File: src/rtl/fetch_stage_pkg.sv
// fetch_stage_pkg: shared encodings for the fetch stage (pcsource select,
// fetch FSM states, bubble instruction).
package fetch_stage_pkg;

  typedef enum logic [1:0] {
    PC_SEQ = 2'b00,
    PC_BR  = 2'b01,
    PC_JMP = 2'b10,
    PC_ILL = 2'b11
  } pcsrc_e;

  typedef enum logic [1:0] {
    FETCH = 2'b00,
    HOLD  = 2'b01,
    HALT  = 2'b10
  } fetch_state_e;

  // addi x0,x0,0 placed in IF/ID when a wrong-path instruction is flushed
  localparam logic [31:0] NOP_INST = 32'h0000_0013;

endpackage

File: src/rtl/fetch_stage_skid.sv
// fetch_skid_buf: one-entry buffer holding an instruction and its pc+inc
// that arrived from memory while decode was stalled.
module fetch_skid_buf #(
  parameter int unsigned ADDR_W = 32,
  parameter int unsigned INST_W = 32
) (
  input  logic              clk,
  input  logic              rst,
  input  logic              i_load,
  input  logic              i_clear,
  input  logic [INST_W-1:0] i_inst,
  input  logic [ADDR_W-1:0] i_pc4,
  output logic              o_valid,
  output logic [INST_W-1:0] o_inst,
  output logic [ADDR_W-1:0] o_pc4
);

  logic              r_valid;
  logic [INST_W-1:0] r_inst;
  logic [ADDR_W-1:0] r_pc4;

  // Capture on load, drop on clear (clear wins), synchronous reset to empty
  always_ff @(posedge clk) begin
    if (rst) begin
      r_valid <= 1'b0;
      r_inst  <= '0;
      r_pc4   <= '0;
    end else if (i_clear) begin
      r_valid <= 1'b0;
    end else if (i_load) begin
      r_valid <= 1'b1;
      r_inst  <= i_inst;
      r_pc4   <= i_pc4;
    end
  end

  assign o_valid = r_valid;
  assign o_inst  = r_inst;
  assign o_pc4   = r_pc4;

endmodule

File: src/rtl/fetch_stage.sv
// fetch_stage: PC register, next-PC mux, instruction-memory handshake and
// IF/ID pipeline register. Define FETCH_STATS_EN to add the stall_cnt and
// flush_cnt statistics outputs.
module fetch_stage
  import fetch_stage_pkg::*;
#(
  parameter int unsigned       ADDR_W   = 32,
  parameter int unsigned       INST_W   = 32,
  parameter int unsigned       PC_INC   = 4,
  parameter logic [ADDR_W-1:0] RESET_PC = '0
) (
  input  logic              clk,
  input  logic              rst,
  input  logic              stall_en,
  input  logic [1:0]        pcsource,
  input  logic [ADDR_W-1:0] bpc,
  input  logic [ADDR_W-1:0] jpc,
  output logic              imem_req,
  output logic [ADDR_W-1:0] imem_addr,
  input  logic [INST_W-1:0] imem_rdata,
  input  logic              imem_ready,
  output logic [INST_W-1:0] if_id_inst,
  output logic [ADDR_W-1:0] if_id_pc4,
  output logic              if_id_valid,
  output logic              illegal
`ifdef FETCH_STATS_EN
  ,
  output logic [31:0]       stall_cnt,
  output logic [31:0]       flush_cnt
`endif
);

  fetch_state_e      r_state;
  logic              r_req;
  logic              r_kill;
  logic              r_valid;
  logic              r_illegal;
  logic [ADDR_W-1:0] r_pc;
  logic [ADDR_W-1:0] r_pc4;
  logic [INST_W-1:0] r_inst;

  logic              w_act;
  logic              w_redirect;
  logic              w_ill_hit;
  logic              w_fire;
  logic              w_skid_load;
  logic              w_skid_clear;
  logic              w_skid_valid;
  logic [ADDR_W-1:0] w_pc_seq;
  logic [ADDR_W-1:0] w_target;
  logic [ADDR_W-1:0] w_skid_pc4;
  logic [INST_W-1:0] w_skid_inst;

  // Decode's pcsource is only trusted for a real, unstalled instruction
  always_comb begin
    w_act        = r_valid && !stall_en && (r_state != HALT);
    w_redirect   = w_act && ((pcsource == PC_BR) || (pcsource == PC_JMP));
    w_ill_hit    = w_act && (pcsource == PC_ILL);
    w_fire       = (r_state == FETCH) && r_req && imem_ready;
    w_pc_seq     = r_pc + ADDR_W'(PC_INC);
    w_target     = (pcsource == PC_BR) ? bpc : jpc;
    w_skid_load  = w_fire && stall_en;
    w_skid_clear = (r_state == HOLD) && !stall_en;
  end

  fetch_skid_buf #(
    .ADDR_W (ADDR_W),
    .INST_W (INST_W)
  ) u_skid (
    .clk     (clk),
    .rst     (rst),
    .i_load  (w_skid_load),
    .i_clear (w_skid_clear),
    .i_inst  (imem_rdata),
    .i_pc4   (w_pc_seq),
    .o_valid (w_skid_valid),
    .o_inst  (w_skid_inst),
    .o_pc4   (w_skid_pc4)
  );

  // Fetch FSM with PC and IF/ID register; imem_req is registered from next state
  always_ff @(posedge clk) begin
    if (rst) begin
      r_state   <= FETCH;
      r_req     <= 1'b0;
      r_kill    <= 1'b0;
      r_pc      <= RESET_PC;
      r_pc4     <= '0;
      r_inst    <= '0;
      r_valid   <= 1'b0;
      r_illegal <= 1'b0;
    end else begin
      case (r_state)
        FETCH: begin
          if (w_ill_hit) begin
            r_state   <= HALT;
            r_req     <= 1'b0;
            r_kill    <= 1'b0;
            r_valid   <= 1'b0;
            r_illegal <= 1'b1;
          end else if (w_redirect) begin
            // An unanswered request cannot be withdrawn: mark it killed and
            // wait for its response before fetching the target.
            r_pc    <= w_target;
            r_valid <= 1'b0;
            r_inst  <= INST_W'(NOP_INST);
            if (r_req && !imem_ready) begin
              r_kill <= 1'b1;
              r_req  <= 1'b0;
            end else begin
              r_req <= 1'b1;
            end
          end else if (r_kill) begin
            if (imem_ready) begin
              r_kill <= 1'b0;
              r_req  <= 1'b1;
            end
          end else if (w_fire) begin
            if (stall_en) begin
              r_state <= HOLD;
              r_req   <= 1'b0;
            end else begin
              r_inst  <= imem_rdata;
              r_pc4   <= w_pc_seq;
              r_valid <= 1'b1;
              r_pc    <= w_pc_seq;
            end
          end else begin
            // Waiting on memory: decode consumed IF/ID unless stalled
            r_req <= 1'b1;
            if (!stall_en) r_valid <= 1'b0;
          end
        end
        HOLD: begin
          if (!stall_en) begin
            r_state <= FETCH;
            r_req   <= 1'b1;
            if (w_ill_hit) begin
              r_state   <= HALT;
              r_req     <= 1'b0;
              r_valid   <= 1'b0;
              r_illegal <= 1'b1;
            end else if (w_redirect) begin
              r_pc    <= w_target;
              r_valid <= 1'b0;
              r_inst  <= INST_W'(NOP_INST);
            end else begin
              r_inst  <= w_skid_inst;
              r_pc4   <= w_skid_pc4;
              r_valid <= w_skid_valid;
              r_pc    <= w_pc_seq;
            end
          end
        end
        HALT: begin
          r_req     <= 1'b0;
          r_valid   <= 1'b0;
          r_illegal <= 1'b1;
        end
        default: begin
          r_state <= FETCH;
          r_req   <= 1'b0;
        end
      endcase
    end
  end

  assign imem_req    = r_req;
  assign imem_addr   = r_pc;
  assign if_id_inst  = r_inst;
  assign if_id_pc4   = r_pc4;
  assign if_id_valid = r_valid;
  assign illegal     = r_illegal;

`ifdef FETCH_STATS_EN
  logic [31:0] r_stall_cnt;
  logic [31:0] r_flush_cnt;

  // Saturating stall and redirect counters
  always_ff @(posedge clk) begin
    if (rst) begin
      r_stall_cnt <= '0;
      r_flush_cnt <= '0;
    end else begin
      if (stall_en && (r_state != HALT) && (r_stall_cnt != '1))
        r_stall_cnt <= r_stall_cnt + 32'd1;
      if (w_redirect && (r_flush_cnt != '1))
        r_flush_cnt <= r_flush_cnt + 32'd1;
    end
  end

  assign stall_cnt = r_stall_cnt;
  assign flush_cnt = r_flush_cnt;
`endif

endmodule
File: config.mk
export PLATFORM = sky130hd
export DESIGN_NAME = fetch_stage
export DESIGN_NICKNAME = d
export VERILOG_FILES = /design/src/rtl/fetch_stage_pkg.sv /design/src/rtl/fetch_stage_skid.sv /design/src/rtl/fetch_stage.sv
export SDC_FILE = /design/constraint.sdc
export NUM_CORES = 1
export LEC_CHECK = 0
export CAP_MARGIN = 10
export CELL_PAD_IN_SITES_DETAIL_PLACEMENT = 0
export CELL_PAD_IN_SITES_GLOBAL_PLACEMENT = 1
export CORE_ASPECT_RATIO = 1.2
export CORE_MARGIN = 3
export CORE_UTILIZATION = 37
export DETAILED_ROUTE_END_ITERATION = 6
export GPL_ROUTABILITY_DRIVEN = 0
export PLACE_DENSITY_LB_ADDON = 0.1
export SLEW_MARGIN = 25
export SYNTH_ARGS = -nofsm -noshare
export SYNTH_HDL_FRONTEND = slang
export SYNTH_SLANG_ARGS = --single-unit
File: constraint.sdc
create_clock -name clk -period 2.3 [get_ports clk]
set_input_delay 0.46 -clock clk [delete_from_list [all_inputs] [get_ports clk]]
set_output_delay 0.46 -clock clk [all_outputs]
set_load 0.1 [all_outputs]
==> results of run 1 <==
-- cells in the final DEF, fill, tap and decap left out, types with 22 or more instances in the layout --
cell type	Yosys	layout
mux2_2	34	34
nor2_1	93	93
a22oi_1	31	31
dfxtp_2	0	22
a211oi_1	34	32
mux2i_1	37	37
nand2_1	132	132
buf_4	4	131
nor3_1	24	24
clkdlybuf4s50_1	0	100
o21ai_0	24	22
a21oi_1	87	87
o211ai_1	25	25
dfxtp_1	167	145
-- cell type report --
class,count,area (um^2),area share (%)
Inverter,16,60.06,0.5376
Tap cell,274,342.8,3.069
Multi-Input combinational cell,711,4497,40.26
Clock inverter,14,167.7,1.501
Timing Repair Buffer,248,2307,20.65
Sequential cell,167,3371,30.17
Clock buffer,17,425.4,3.808
-- per-stage QoR --
step,instances,setup slack [ns]
floorplan,979,-0.02491
global route,1447,0.008575
global placement,1416,-0.3802
detailed placement,1416,-0.4021
CTS,1447,0.04448
finish,1447,0.08746
-- tightest hold or removal path, delay by kind of cell (launching register included) --
family / cells / cell delay [ns]
AOI/OAI and AO/OA: 1 / 0.05
DFF: 1 / 0.31
and+or+nand+nor: 1 / 0.05
-- registers in the layout, summed over array words and instances, names as in the netlist --
signal and flops:
r_state 2, u_skid.o_valid 1, if_id_inst 32, imem_addr 32, u_skid.o_inst 32, imem_req 1, if_id_pc4 32, illegal 1
u_skid.o_pc4 32, r_kill 1, if_id_valid 1
-- cell families after synthesis --
group | after synthesis | synth area share (%)
multiplexers | 71 | 9.142
XOR/XNOR | 24 | 2.551
buffers and inverters | 101 | 5.437
AND/OR/NAND/NOR | 364 | 22.02
AO/OA/AOI/OAI | 245 | 19.21
adder cells (fa/ha/maj) | 7 | 1.063
flip-flops | 167 | 40.58
-- power breakdown --
group	leakage, nW	internal (mW)	total [mW]	switching [mW]
registers	1.36	3.25	3.50	0.253
logic	2.43	1.56	4.86	3.30
clock network	0.290	1.63	2.91	1.29
-- path summary, 6_finish.rpt --
| path | from | cells past startpoint | to |
|---|---|---|---|
| setup / recovery | pcsource[1] | 9 | imem_addr[1] |
| hold reg to reg | u_skid.o_pc4[9] | 2 | u_skid.o_pc4[9] |
| hold / removal | u_skid.o_pc4[9] | 2 | u_skid.o_pc4[9] |
| setup reg to reg | r_state[0] | 8 | imem_addr[1] |
-- routing by layer --
| metal | share of wire (%) | track usage, % |
|---|---|---|
| met1 | 46 | 27.25 |
| met2 | 47 | 32.78 |
| met3 | 6.2 | 4.566 |
| met4 | 1.5 | 5.634 |
| met5 | 0 | 0 |
==> reports/metrics.cfg, run 1 <==
[finish]
finalNetCount = 1270
syn_to_final_growth_pct = 35.58
num_antenna_cells = 0
fin_area_um2 = 11170
drive_above_1_share_pct = 21.65
fillers = 2115
fin_util_pct = 51.30

[clock_tree]
cts_tree = yes
cts_hold_buf = 0
cts_max_level = 4
clock_sinks = 167
clk_pin_slew_worst_paths_ns = 0.07
cts_setup_buffers = 0
cts-resized-gates = 0
clk_latency_ns = 0.43
clock_path_buffers = 2
cts_buffers = 17
clock-root-buffer = clkbuf_16

[worst_hold_path]
hp-class = register to register

[global_routing]
antenna_found_initial = 0
grt_first_pass_wirelength_um = 39260
grt_max_degree = 77
grt_overflow = 0
grt_util_all_layers_pct = 20.27
grt_pass1_vias = 7324

[detailed_routing]
dr.pass1.iters = 5
route.detailed.drc = 0
wl_per_cell_um = 17.22
avgViaCountPerCell = 5.353
wirelength_um = 24920
drtAntennaViolNets = 0
drt_iter0_drc = 401
dr_total_vias = 7746

[worst_setup_path]
rrSetupSlack_ns = 0.21
path_cells = clkdlybuf4s50_1 > inv_1 > ha_4 > or4b_4 > buf_12 > nor3b_4 > buf_4 > nor2_1 > a211oi_1
end_kind = register
crit_type = input pin to register
required_ns = 2.64
worst-path-max-fanout = 16
slowest_delay_ns = 0.49
crit_arrival_ns = 2.55
cp_top_family = buffers and inverters
critPathSlowestCell = or4b_4
critPathLaunchType = input pin
path_buf_inv = 4

[power_and_ir_drop]
finalPower_mw = 11.28
p_per_area_nw_per_um2 = 1010
leakage_nw = 4.087
peakVddDrop_uv = 570.6

[logic_synthesis]
avgSynthCellArea_um2 = 8.416
synth_cell_types = 63
synth.top_cell.area_share_pct = 40.58
async_flop_share_pct = 0
syn_inst = 979
synth-warning-count = 0
seq_area_frac_synth_pct = 40.58
yosysMostFrequentCell = dfxtp_1
synth_nets = 1088
synth-edff-count = 0
synth_area_leaders = dfxtp_1, nand2_1, a21oi_1
synth-seq-cells = 167
synth_top_cell_by_area = dfxtp_1
synth_area_um2 = 8239
synth.top_cells.by_count = dfxtp_1, nand2_1, nor2_1, a21oi_1, clkbuf_1
ys.flop_type = dfxtp_1

[die]
die_y_um = 169.5
rows = 59
die_w_um = 142.2
design.portCount = 201
start_util_pct = 37.83
core_area_um2 = 21780
die_area_um2 = 24100

[sta]
finalSetupViolations = 0
rsz0062_at_grt = false
worst_pin_slew_ns = 0.5566
slew-limit-headroom_pct = 62.55
fin_worst_skew_ns = 0.01544
min_period_ns = 2.213
hold_viol = 0
whs_ns = 0.4499
setup_tns_ns = 0
fmax_ghz = 0.4520
slew_viol_final = 0
fin_crit_sh_pct = 96.20

[flow_run]
drv_cap = 0

[status]
status = finished clean

[placed_design]
portBuffers = 200
placed_area_um2 = 10540
hpwl_um = 17100

Note: power is estimated with default switching activity, not from simulation.
==> inputs of run 2 (changes only) <==
--- a/config.mk
+++ b/config.mk
@@ -13,7 +13,7 @@
 export CORE_UTILIZATION = 37
 export DETAILED_ROUTE_END_ITERATION = 6
 export GPL_ROUTABILITY_DRIVEN = 0
-export PLACE_DENSITY_LB_ADDON = 0.1
+export PLACE_DENSITY_LB_ADDON = 0.12
 export SLEW_MARGIN = 25
 export SYNTH_ARGS = -nofsm -noshare
 export SYNTH_HDL_FRONTEND = slang
==> run 2 against run 1 <==
Net effect:
- critical endpoint is now if_id_pc4[18]
- non-clock buffer count is 19 higher
- sequential share of layout area is 0.62 points lower
- setup slack better by 0.060 ns
- via count is 2.2% higher
- sequential power hardly changed
- clock skew is 0.0047 ns lower
- routed wire length is 3.9% higher
==> reports/metrics.cfg, run 2 (same netlist as run 1, synthesis figures left out) <==
[sta]
worst_pin_slew_ns = 0.5180  ; -0.03860 ns
slew-limit-headroom_pct = 65.47  ; +2.9 points
min_period_ns = 2.152  ; -0.06021 ns
rsz0062_at_grt = false
slew_viol_final = 0  ; unchanged
fmax_ghz = 0.4646  ; +2.8%
fin_crit_sh_pct = 93.58  ; -2.6 points
fin_worst_skew_ns = 0.01071  ; -0.004731 ns
hold_viol = 0  ; unchanged
finalSetupViolations = 0  ; unchanged

[detailed_routing]
dr.pass1.iters = 5  ; unchanged
dr_total_vias = 7919  ; +2.2%
drt_iter0_drc = 471  ; +17%
wirelength_um = 25900  ; +3.9%
route.detailed.drc = 0  ; unchanged
avgViaCountPerCell = 5.398  ; +0.84%
drtAntennaViolNets = 0  ; unchanged
wl_per_cell_um = 17.65  ; +2.5%

[placed_design]
hpwl_um = 17610  ; +3.0%
portBuffers = 200  ; unchanged

[status]
status = finished clean

[worst_hold_path]
hp-class = register to register

[die]
rows = 59  ; unchanged
start_util_pct = 37.83  ; unchanged
core_area_um2 = 21780  ; unchanged
die_y_um = 169.5  ; unchanged
die_w_um = 142.2  ; unchanged
design.portCount = 201  ; unchanged
die_area_um2 = 24100  ; unchanged

[power_and_ir_drop]
finalPower_mw = 11.55  ; +2.4%
peakVddDrop_uv = 519.7  ; -8.9%
leakage_nw = 4.229  ; +3.5%
p_per_area_nw_per_um2 = 1012  ; +0.24%

[worst_setup_path]
critPathSlowestCell = dfxtp_2
worst-path-max-fanout = 10  ; -6
crit_type = register to register
end_kind = register
critPathLaunchType = register
required_ns = 2.59  ; -0.05 ns
slowest_delay_ns = 0.47  ; -0.02 ns
path_cells = ha_1 > and4_1 > nand2_1 > nor3_1 > xnor2_1 > o211ai_1
crit_arrival_ns = 2.44  ; -0.11 ns

[finish]
fillers = 2076  ; -1.8%
seq_area_um2 = 3371  ; unchanged
final_cell_mix = buf_4, dfxtp_1, nand2_1
final_common_cell = buf_4
multiInputGateArea_um2 = 4531  ; +0.75%
drive_above_1_share_pct = 23.47  ; +1.8 points
fin_util_pct = 52.38  ; +1.1 points
syn_to_final_growth_pct = 38.44
finalNetCount = 1289  ; +1.5%
num_antenna_cells = 0  ; unchanged

[clock_tree]
clock-root-buffer = clkbuf_16
clock_sinks = 167  ; unchanged
clock_path_buffers = 2  ; unchanged
cts_max_level = 4  ; unchanged
cts_tree = yes
clk_latency_ns = 0.42  ; about the same
cts_buffers = 17  ; unchanged
clk_pin_slew_worst_paths_ns = 0.07  ; about the same
cts_hold_buf = 0  ; unchanged

[global_routing]
grt_max_degree = 80  ; +3.9%
grt_util_all_layers_pct = 20.91  ; +0.64 points
grt_overflow = 0  ; unchanged
grt_pass1_vias = 7516  ; +2.6%
antenna_found_initial = 0  ; unchanged
grt_first_pass_wirelength_um = 40660  ; +3.6%

[flow_run]
drv_cap = 0  ; unchanged

[run 2: worst paths after layout]
check	slack (ns)	endpoint	cells past startpoint	start
max reg2reg	0.15	if_id_pc4[18]	6	imem_addr[2]
min	0.45	u_skid.o_pc4[7]	2	u_skid.o_pc4[7]
min reg2reg	0.45	u_skid.o_pc4[7]	2	u_skid.o_pc4[7]
max	0.15	if_id_pc4[18]	6	imem_addr[2]
[run 2: metal layers]
layer | vias up | part of all wire [%] | track usage (%)
met5 | - | 0 | 0
met4 | 0 | 1.1 | 5.509
met3 | 17 | 6.3 | 4.566
met2 | 239 | 46 | 33.35
met1 | 3758 | 47 | 28.72
li1 | 3905 | - | -
[run 2: worst max-delay path, delay by kind of cell, from the launching register on]
kind	cells	cell delay, ns
xor gates and xnor gates	1	0.27
and+or+nand+nor	3	0.86
adders and majority gates	1	0.28
AOI/OAI and AO/OA	1	0.15
DFF	1	0.47
[run 2: cell type report]
class | count | share of cell area [%]
clock buffer | 18 | 3.850
clock inverter | 14 | 1.634
inverter | 16 | 0.5265
multi-input combinational | 711 | 39.72
sequential | 167 | 29.55
tap | 274 | 3.006
timing repair buffer | 267 | 21.71
[run 2: power breakdown]
part	switching [mW]	internal [mW]
combinational	3.34	1.62
clock	1.30	1.77
sequential	0.261	3.25
[run 2: what timing repair did]
item | in CTS | in global routing
setup endpoints to repair | 0 | 23
buffers inserted | 0 | 3
resized for setup | 0 | 18
[run 2: per-stage QoR]
step	worst slack (ns)	std cells	area, um^2	setup TNS, ns	hold WS [ns]
2_1_floorplan	-0.02491	979	8267	-0.02491	0.4312
3_5_place_dp	-0.4182	1431	10660	-25.17	0.4403
5_1_grt	0.008100	1467	11410	0	0.4665
4_1_cts	0.02749	1463	11290	0	0.4316
3_3_place_gp	-0.3790	1431	10660	-23.68	0.4368
6_report	0.1477	1467	11410	0	0.4515
==> inputs of run 3 (changes only) <==
--- a/config.mk
+++ b/config.mk
@@ -18,3 +18,4 @@
 export SYNTH_ARGS = -nofsm -noshare
 export SYNTH_HDL_FRONTEND = slang
 export SYNTH_SLANG_ARGS = --single-unit
+export TNS_END_PERCENT = 50
==> results of run 3 <==
Same layout as run 2: the final DEF is identical, and so are final timing and power.
